==> src/rtl/instruction_fetcher.sv <==
// Instruction fetch unit: fetches one 16-bit word per FETCH request, from cache or program memory.
// Latency: cache hit 1 cycle; miss 1 cycle to request, then 1 cycle after mem_read_ready is sampled.
// Backpressure: the request is held until mem_read_ready; FETCHED is held until core_state==DECODE.
// Optional cache: define INSTRUCTION_FETCHER_CACHE_EN to build the direct-mapped instruction cache.
module instruction_fetcher #(
  parameter int PROGRAM_MEM_ADDR_BITS = 8,
  parameter int PROGRAM_MEM_DATA_BITS = 16,
  parameter int CACHE_LINES           = 4
) (
  input  logic                             clk,
  input  logic                             reset,
  input  logic [2:0]                       core_state,
  input  logic [PROGRAM_MEM_ADDR_BITS-1:0] current_pc,
  input  logic                             cache_invalidate,
  output logic                             mem_read_valid,
  output logic [PROGRAM_MEM_ADDR_BITS-1:0] mem_read_address,
  input  logic                             mem_read_ready,
  input  logic [PROGRAM_MEM_DATA_BITS-1:0] mem_read_data,
  output logic [2:0]                       fetcher_state,
  output logic [PROGRAM_MEM_DATA_BITS-1:0] instruction
);

  typedef enum logic [2:0] {
    ST_IDLE     = 3'b000,
    ST_FETCHING = 3'b001,
    ST_FETCHED  = 3'b010
  } fetch_state_e;

  localparam logic [2:0] CORE_FETCH  = 3'b001;
  localparam logic [2:0] CORE_DECODE = 3'b010;

  fetch_state_e                     state_q, state_d;
  logic                             mem_read_valid_q, mem_read_valid_d;
  logic [PROGRAM_MEM_ADDR_BITS-1:0] mem_read_address_q, mem_read_address_d;
  logic [PROGRAM_MEM_DATA_BITS-1:0] instruction_q, instruction_d;

  // Cache lookup result for the current PC, and the strobe that writes a returned word into it.
  logic                             lookup_hit;
  logic [PROGRAM_MEM_DATA_BITS-1:0] lookup_data;
  logic                             fill_en;

  // Next-state and output computation for the fetch handshake.
  always_comb begin
    state_d            = state_q;
    mem_read_valid_d   = mem_read_valid_q;
    mem_read_address_d = mem_read_address_q;
    instruction_d      = instruction_q;
    fill_en            = 1'b0;
    case (state_q)
      ST_IDLE: begin
        if (core_state == CORE_FETCH) begin
          if (lookup_hit) begin
            instruction_d = lookup_data;
            state_d       = ST_FETCHED;
          end else begin
            mem_read_valid_d   = 1'b1;
            mem_read_address_d = current_pc;
            state_d            = ST_FETCHING;
          end
        end
      end
      ST_FETCHING: begin
        // The request is never aborted by core_state; only the memory response ends it.
        if (mem_read_ready) begin
          mem_read_valid_d = 1'b0;
          instruction_d    = mem_read_data;
          fill_en          = 1'b1;
          state_d          = ST_FETCHED;
        end
      end
      ST_FETCHED: begin
        if (core_state == CORE_DECODE) begin
          state_d = ST_IDLE;
        end
      end
      default: begin
        state_d          = ST_IDLE;
        mem_read_valid_d = 1'b0;
      end
    endcase
  end

  // Handshake and instruction registers with synchronous reset.
  always_ff @(posedge clk) begin
    if (reset) begin
      state_q            <= ST_IDLE;
      mem_read_valid_q   <= 1'b0;
      mem_read_address_q <= '0;
      instruction_q      <= '0;
    end else begin
      state_q            <= state_d;
      mem_read_valid_q   <= mem_read_valid_d;
      mem_read_address_q <= mem_read_address_d;
      instruction_q      <= instruction_d;
    end
  end

`ifdef INSTRUCTION_FETCHER_CACHE_EN
  localparam int IDX_BITS = $clog2(CACHE_LINES);
  localparam int TAG_BITS = PROGRAM_MEM_ADDR_BITS - IDX_BITS;

  logic [CACHE_LINES-1:0]           line_valid_q, line_valid_d;
  logic [TAG_BITS-1:0]              line_tag_q  [CACHE_LINES];
  logic [TAG_BITS-1:0]              line_tag_d  [CACHE_LINES];
  logic [PROGRAM_MEM_DATA_BITS-1:0] line_data_q [CACHE_LINES];
  logic [PROGRAM_MEM_DATA_BITS-1:0] line_data_d [CACHE_LINES];

  logic [IDX_BITS-1:0] lookup_idx, fill_idx;
  logic [TAG_BITS-1:0] lookup_tag, fill_tag;

  assign lookup_idx = current_pc[IDX_BITS-1:0];
  assign lookup_tag = current_pc[PROGRAM_MEM_ADDR_BITS-1:IDX_BITS];
  // The fill uses the held request address, since current_pc may move while the read is outstanding.
  assign fill_idx   = mem_read_address_q[IDX_BITS-1:0];
  assign fill_tag   = mem_read_address_q[PROGRAM_MEM_ADDR_BITS-1:IDX_BITS];

  // An invalidate on the lookup edge turns a would-be hit into a miss.
  assign lookup_hit  = line_valid_q[lookup_idx] && (line_tag_q[lookup_idx] == lookup_tag)
                       && !cache_invalidate;
  assign lookup_data = line_data_q[lookup_idx];

  // Line update: fill on memory return, then invalidate wins over a same-edge fill.
  always_comb begin
    line_valid_d = line_valid_q;
    line_tag_d   = line_tag_q;
    line_data_d  = line_data_q;
    if (fill_en) begin
      line_valid_d[fill_idx] = 1'b1;
      line_tag_d[fill_idx]   = fill_tag;
      line_data_d[fill_idx]  = mem_read_data;
    end
    if (cache_invalidate) begin
      line_valid_d = '0;
    end
  end

  // Valid bits are reset; tag and data are qualified by valid and need no reset.
  always_ff @(posedge clk) begin
    if (reset) begin
      line_valid_q <= '0;
    end else begin
      line_valid_q <= line_valid_d;
    end
  end

  // Tag and data storage.
  always_ff @(posedge clk) begin
    line_tag_q  <= line_tag_d;
    line_data_q <= line_data_d;
  end
`else
  // Without the cache every fetch goes to memory; the cache controls have no effect.
  logic unused_cache;
  assign lookup_hit   = 1'b0;
  assign lookup_data  = '0;
  assign unused_cache = cache_invalidate | fill_en | (CACHE_LINES < 2);
`endif

  assign fetcher_state    = state_q;
  assign mem_read_valid   = mem_read_valid_q;
  assign mem_read_address = mem_read_address_q;
  assign instruction      = instruction_q;

endmodule

==> config.mk <==
export PLATFORM = sky130hd
export DESIGN_NAME = instruction_fetcher
export DESIGN_NICKNAME = d
export VERILOG_FILES = /design/src/rtl/instruction_fetcher.sv
export SDC_FILE = /design/constraint.sdc
export NUM_CORES = 1
export LEC_CHECK = 0
export CORE_AREA = 2 2 46 80
export CTS_CLUSTER_SIZE = 16
export DETAILED_ROUTE_END_ITERATION = 12
export DIE_AREA = 0 0 48 82
export PLACE_DENSITY = 0.72
export SLEW_MARGIN = 5
export SYNTH_ARGS = -nofsm -noshare
export SYNTH_HDL_FRONTEND = slang
export SYNTH_SLANG_ARGS = --single-unit
==> constraint.sdc <==
create_clock -name clk -period 1.2 [get_ports clk]
set_input_delay 0.18 -clock clk [delete_from_list [all_inputs] [get_ports clk]]
set_output_delay 0.18 -clock clk [all_outputs]
set_load 0.05 [all_outputs]
# Word-level counts from Yosys, hierarchy flattened
# Cells that the tools add are included.
op_classes:
  eq_ne: 7
  n_mux: 7
  n_bitwise: 1
  reduce_logical: 5
ops:
  columns: ["op", "count"]
  rows:
  - ["$mux W3", 3]
  - ["$pmux W3 S3", 1]
  - ["$eq A3 B1 Y1 const B", 2]
  - ["$eq A3 B2 Y1 const B", 2]
  - ["$ne A2 B2 Y1 const B", 3]
  - ["$reduce_and A3 Y1", 2]
  - ["$reduce_and A2 Y1", 2]
  - ["$logic_not A3 Y1", 1]
  - ["$pmux W1 S3", 1]
  - ["$mux W1", 2]
  - ["$not A1 Y1", 1]
totals:
  output_inout_bits: 28
  inputBits: 31
  register_bits: 28
  word_cells: 24

# Logic depth before layout (Yosys ltp)
logic_depth:
  word_depth: 3
  depth_mapped: 5
  ltp_nobuf: 3

# Least setup slack after synthesis
# OpenSTA, ideal clock, no wires.
synth_path:
  kind: "register -> register"
  start: "register state_q[1] (netlist: fetcher_state[1])"
  end: "register instruction_q[0] (netlist: instruction[0])"
  path_stages_with_launch: 6
  period_less_slack_ps: 1500
  path_buffers: 2
  setup_time_ps: 132
  t_required_ps: 1068
  path_slack_ps: -300
  arrival_time_ps: 1368
  path_cell_list: "dfxtp_1 > and3b_1 > buf_2 > buf_2 > nand2_1 > a21oi_1"
synth_via:
  elab_chain_cells: 2
synth_lines:
  columns: ["element", "line_no", "source"]
  rows:
  - ["from (decl)", "32", "fetch_state_e state_q, state_d;"]
  - ["from (signal assigned)", "91", "state_q <= state_d;"]
  - ["$eq A3 B1 Y1", "49", "case (state_q)"]
  - ["$reduce_and A2 Y1 (no line)", null, null]
  - ["to (signal assigned)", "94", "instruction_q <= instruction_d;"]
  - ["to (decl)", "35", "logic [PROGRAM_MEM_DATA_BITS-1:0] instruction_q, instruction_d;"]
# Every way passes these cells.
# A chain may end at the register's enable or synchronous reset.

# Final worst setup path
layout_path:
  start: "register state_q[0] (netlist: fetcher_state[0])"
  end: "register state_q[0] (netlist: fetcher_state[0])"
layout_via:
  elab_chain_cells: 3
  elab_cells_between_ends: 8
  cone_classes: "eq/ne: 5; mux: 1; reduce/logical: 2"
layout_lines:
  columns: ["element", "line_no"]
  rows:
  - ["$eq A3 B2 Y1, or another cell as far along", "49"]
  - ["$ne A2 B2 Y1 (no line)", null]
  - ["$reduce_and A3 Y1 (no line)", null]
# Several ways; a longest one is shown, not always the timed one.

==> run_results.csv <==
group,metric,value,unit
critical_path,arrival,1.40,ns
critical_path,cp_slowest_cell,"or4_4",
synthesis,ys.flop_type,"dfxtp_1",
finish,regArea,548.0,um^2
global_routing,antenna_found_initial,0,
finish,areaGrowthSynthToFinish,93.36,%
placed_design,dp.cells,221,
synthesis,synth_edf_count,0,
finish,finish.utilization,62.37,%
clock_tree,clock-sinks,27,
outcome,outcome,"finished, violations left",
finish,final_layout_size_suffix_gt1_share,25.56,%
critical_path,timing.critical_path.cells,"nand2b_4 -> or4_4 -> a211oi_2",
critical_path,critPathMaxFanout,4,
synthesis,synthSimpleGateAreaFrac,28.21,%
clock_tree,worstSkewPairLatency,0.28,ns
synthesis,syn_avg_cell_area,8.872,um^2
route,wirelength,2.857,mm
timing,fin_ws,-0.007917,ns
synthesis,synth.most_common_cell,"nand2_1",
route,wl_per_cell,12.70,um
synthesis,muxShareOfSynthArea,7.459,%
synthesis,synth_compound_area_share,10.49,%
clock_tree,clk_pin_slew,0.09,ns
placed_design,portBuffers,56,
critical_path,critPathLaunchType,"flip-flop",
min_path,hold_path_class,"in -> reg",
power_and_ir_drop,p_clk_share,28.5,%
synthesis,synth.cell_area,0.001074,mm^2
power_and_ir_drop,p_int,0.001370,W
synthesis,synth_cell_types,20,
synthesis,ys_ff_latch,27,
placed_design,pre_cts_slack,-0.3633,ns
power_and_ir_drop,power.share.sequential,50.8,%
synthesis,yosys.area.top_type_share,50.35,%
route,antenna_left,0,
clock_tree,htreeDepth,1,
power_and_ir_drop,p_sw_share,25.94,%
die,die-area,0.003936,mm^2
clock_tree,cts_buffers,3,
critical_path,critPathLaunch,"fetcher_state[0]",
finish,nets,212,
route,drtIter0Drc,5,
global_routing,grt_max_degree,36,
route,vias,1001,
timing,finalHoldViolations,0,
synthesis,synth_area_leaders,"dfxtp_1, nand2_1, nand2b_1",
die,boundaryPins,59,
power_and_ir_drop,p_leak,0.7555,nW
timing,min_period_over_period,100.7,%
placed_design,dp_hpwl,2.261,mm
clock_tree,tritoncts,"done",
critical_path,required,1.39,ns
synthesis,syn_nets,152,
finish,multi_input_area,509.2,um^2
synthesis,synth_top_family_by_area,"simple AND/OR/NAND/NOR gates",
finish,num-fill-cells,281,
synthesis,ys_seq_area_share,50.35,%
critical_path,max_stage_delay,0.43,ns
critical_path,cp_top_family,"simple AND/OR/NAND/NOR gates",
global_routing,grt_pass1_vias,1050,
route,firstDrtPassIters,3,
synthesis,ys_top_cells_by_count,"nand2_1, dfxtp_1, a21oi_1, nand2b_1, mux2i_1",
synthesis,synthArstFlopShare,0,%
timing,fmax,827.9,MHz
critical_path,cp_num_buf_inv,0,
timing,rsz0062_at_grt,"true",
power_and_ir_drop,ir_drop,0.0008309,V
global_routing,grt.total_usage,15.78,%
clock_tree,clockBufferDepth,2,
finish,final_cell_count_no_fill,225,
timing,slew_violations,0,
synthesis,postSynthCellCount,121,
clock_tree,ctsRootBufferMaster,"clkbuf_8",
die,die_w,48,um
power_and_ir_drop,p_per_area,891.3,mW/mm^2
global_routing,gr-total-overflow,0,
power_and_ir_drop,power.switching,0.0004799,W
route,drc,0,
job,cap_violations,0,
critical_path,end_kind,"flip-flop",
die,initial_core_util,32.26,%
synthesis,yosysTopAreaCell,"dfxtp_1",
power_and_ir_drop,power,0.001850,W
die,fp.dieH,82,um
min_path,min_from,"core_state[1]",
critical_path,timing.rr.start,"fetcher_state[0]",
timing,finalSetupViolations,1,
die,rows,28,
critical_path,critPathKind,"reg -> reg",
timing,fin_tns_setup,-0.007917,ns
synthesis,synthAdderAreaFrac,0,%
timing,final.min_clock_period,1.208,ns
synthesis,synth-xor-area-share,0,%
die,core_area,0.003328,mm^2
finish,num_antenna_cells,0,
power_and_ir_drop,p_comb_share,20.7,%
synthesis,synth_warnings,0,
placed_design,routabilityCongestion,0.7921,
timing,skew,0.007861,ns
clock_tree,post-cts-setup-buffers,0,
global_routing,grt_pass1_wl,4.429,mm
outcome,violations,"negative setup slack",
route,vias_per_cell,4.449,
## area by class of cell
class / count / area share [%]
tap: 45 / 2.712
clock buffer: 3 / 1.989
sequential: 27 / 26.40
timing repair buffer: 62 / 44.06
clock inverter: 1 / 0.3014
multi-input combinational: 87 / 24.53
## worst paths after layout
kind / endpoint / slack, ns / cells past startpoint
worst min-delay path: fetcher_state[0] / 0.35 / 3
worst min register to register: instruction[9] / 0.50 / 2
worst max register to register: fetcher_state[0] / -0.008 / 3
worst max-delay path: fetcher_state[0] / -0.008 / 3
## logic make-up after synthesis
group	Yosys count
flip-flops	27
AND/OR/NAND/NOR	57
other	1
buffers and inverters	7
AO/OA/AOI/OAI	21
multiplexers	8
## flip-flops by register name, indices dropped and copies added (netlist names)
name,count
instruction,16
fetcher_state,2
mem_read_address,8
mem_read_valid,1
## worst reg2reg max path, stage by stage (launching register included)
cell	delay, ns
dfxtp_4	0.36
nand2b_4	0.15
or4_4	0.43
a211oi_2	0.19
## timing repair
item	in CTS	in global routing
setup endpoints to repair	1	6
resized for setup	3	2
hold buffers	0	0
cloned	0	0
## per-layer routing
layer	wire length [um]	GRT usage [%]	up-vias
met3	119	2.418	4
met5	0	0	-
met2	1734	29.47	30
met1	953	15.65	457
li1	-	-	510
met4	50	7.297	0
## power groups by stage
stage	combinational (W)	clock, W	sequential [W]
after CTS	0.000387	0.000548	0.000940
after global routing	0.000404	0.000575	0.000943
final	0.000383	0.000528	0.000939
after floorplan	0.0000814	0	0.00103
after global placement	0.000376	0	0.000959
after detailed placement	0.000384	0	0.000961
## layout by cell type, fill, tap and decap left out
cell type / n
dlymetal6s2s_1: 1
a211oi_2: 1
nand2b_4: 1
conb_1: 1
nand2_1: 33
or4_4: 1
dfxtp_4: 2
or2b_1: 1
clkdlybuf4s50_1: 27
a21oi_1: 18
buf_12: 30
mux2i_1: 8
dlygate4sd2_1: 1
nand3b_1: 1
clkbuf_8: 3
nor4_4: 1
o21ai_0: 1
and3b_2: 1
dfxtp_1: 25
nor2_1: 1
or3b_2: 1
inv_4: 1
buf_4: 3
o21ba_2: 1
nand2b_1: 16
## metrics by stage
step | hold WS [ns] | area, um^2
floorplan | 0.3160 | 1081
global placement | 0.4794 | 2017
detailed placement | 0.4879 | 2017
CTS | 0.4383 | 2072
global route | 0.3726 | 2076
finish | 0.3476 | 2076
No activity file was read; power rests on OpenSTA's default activity.
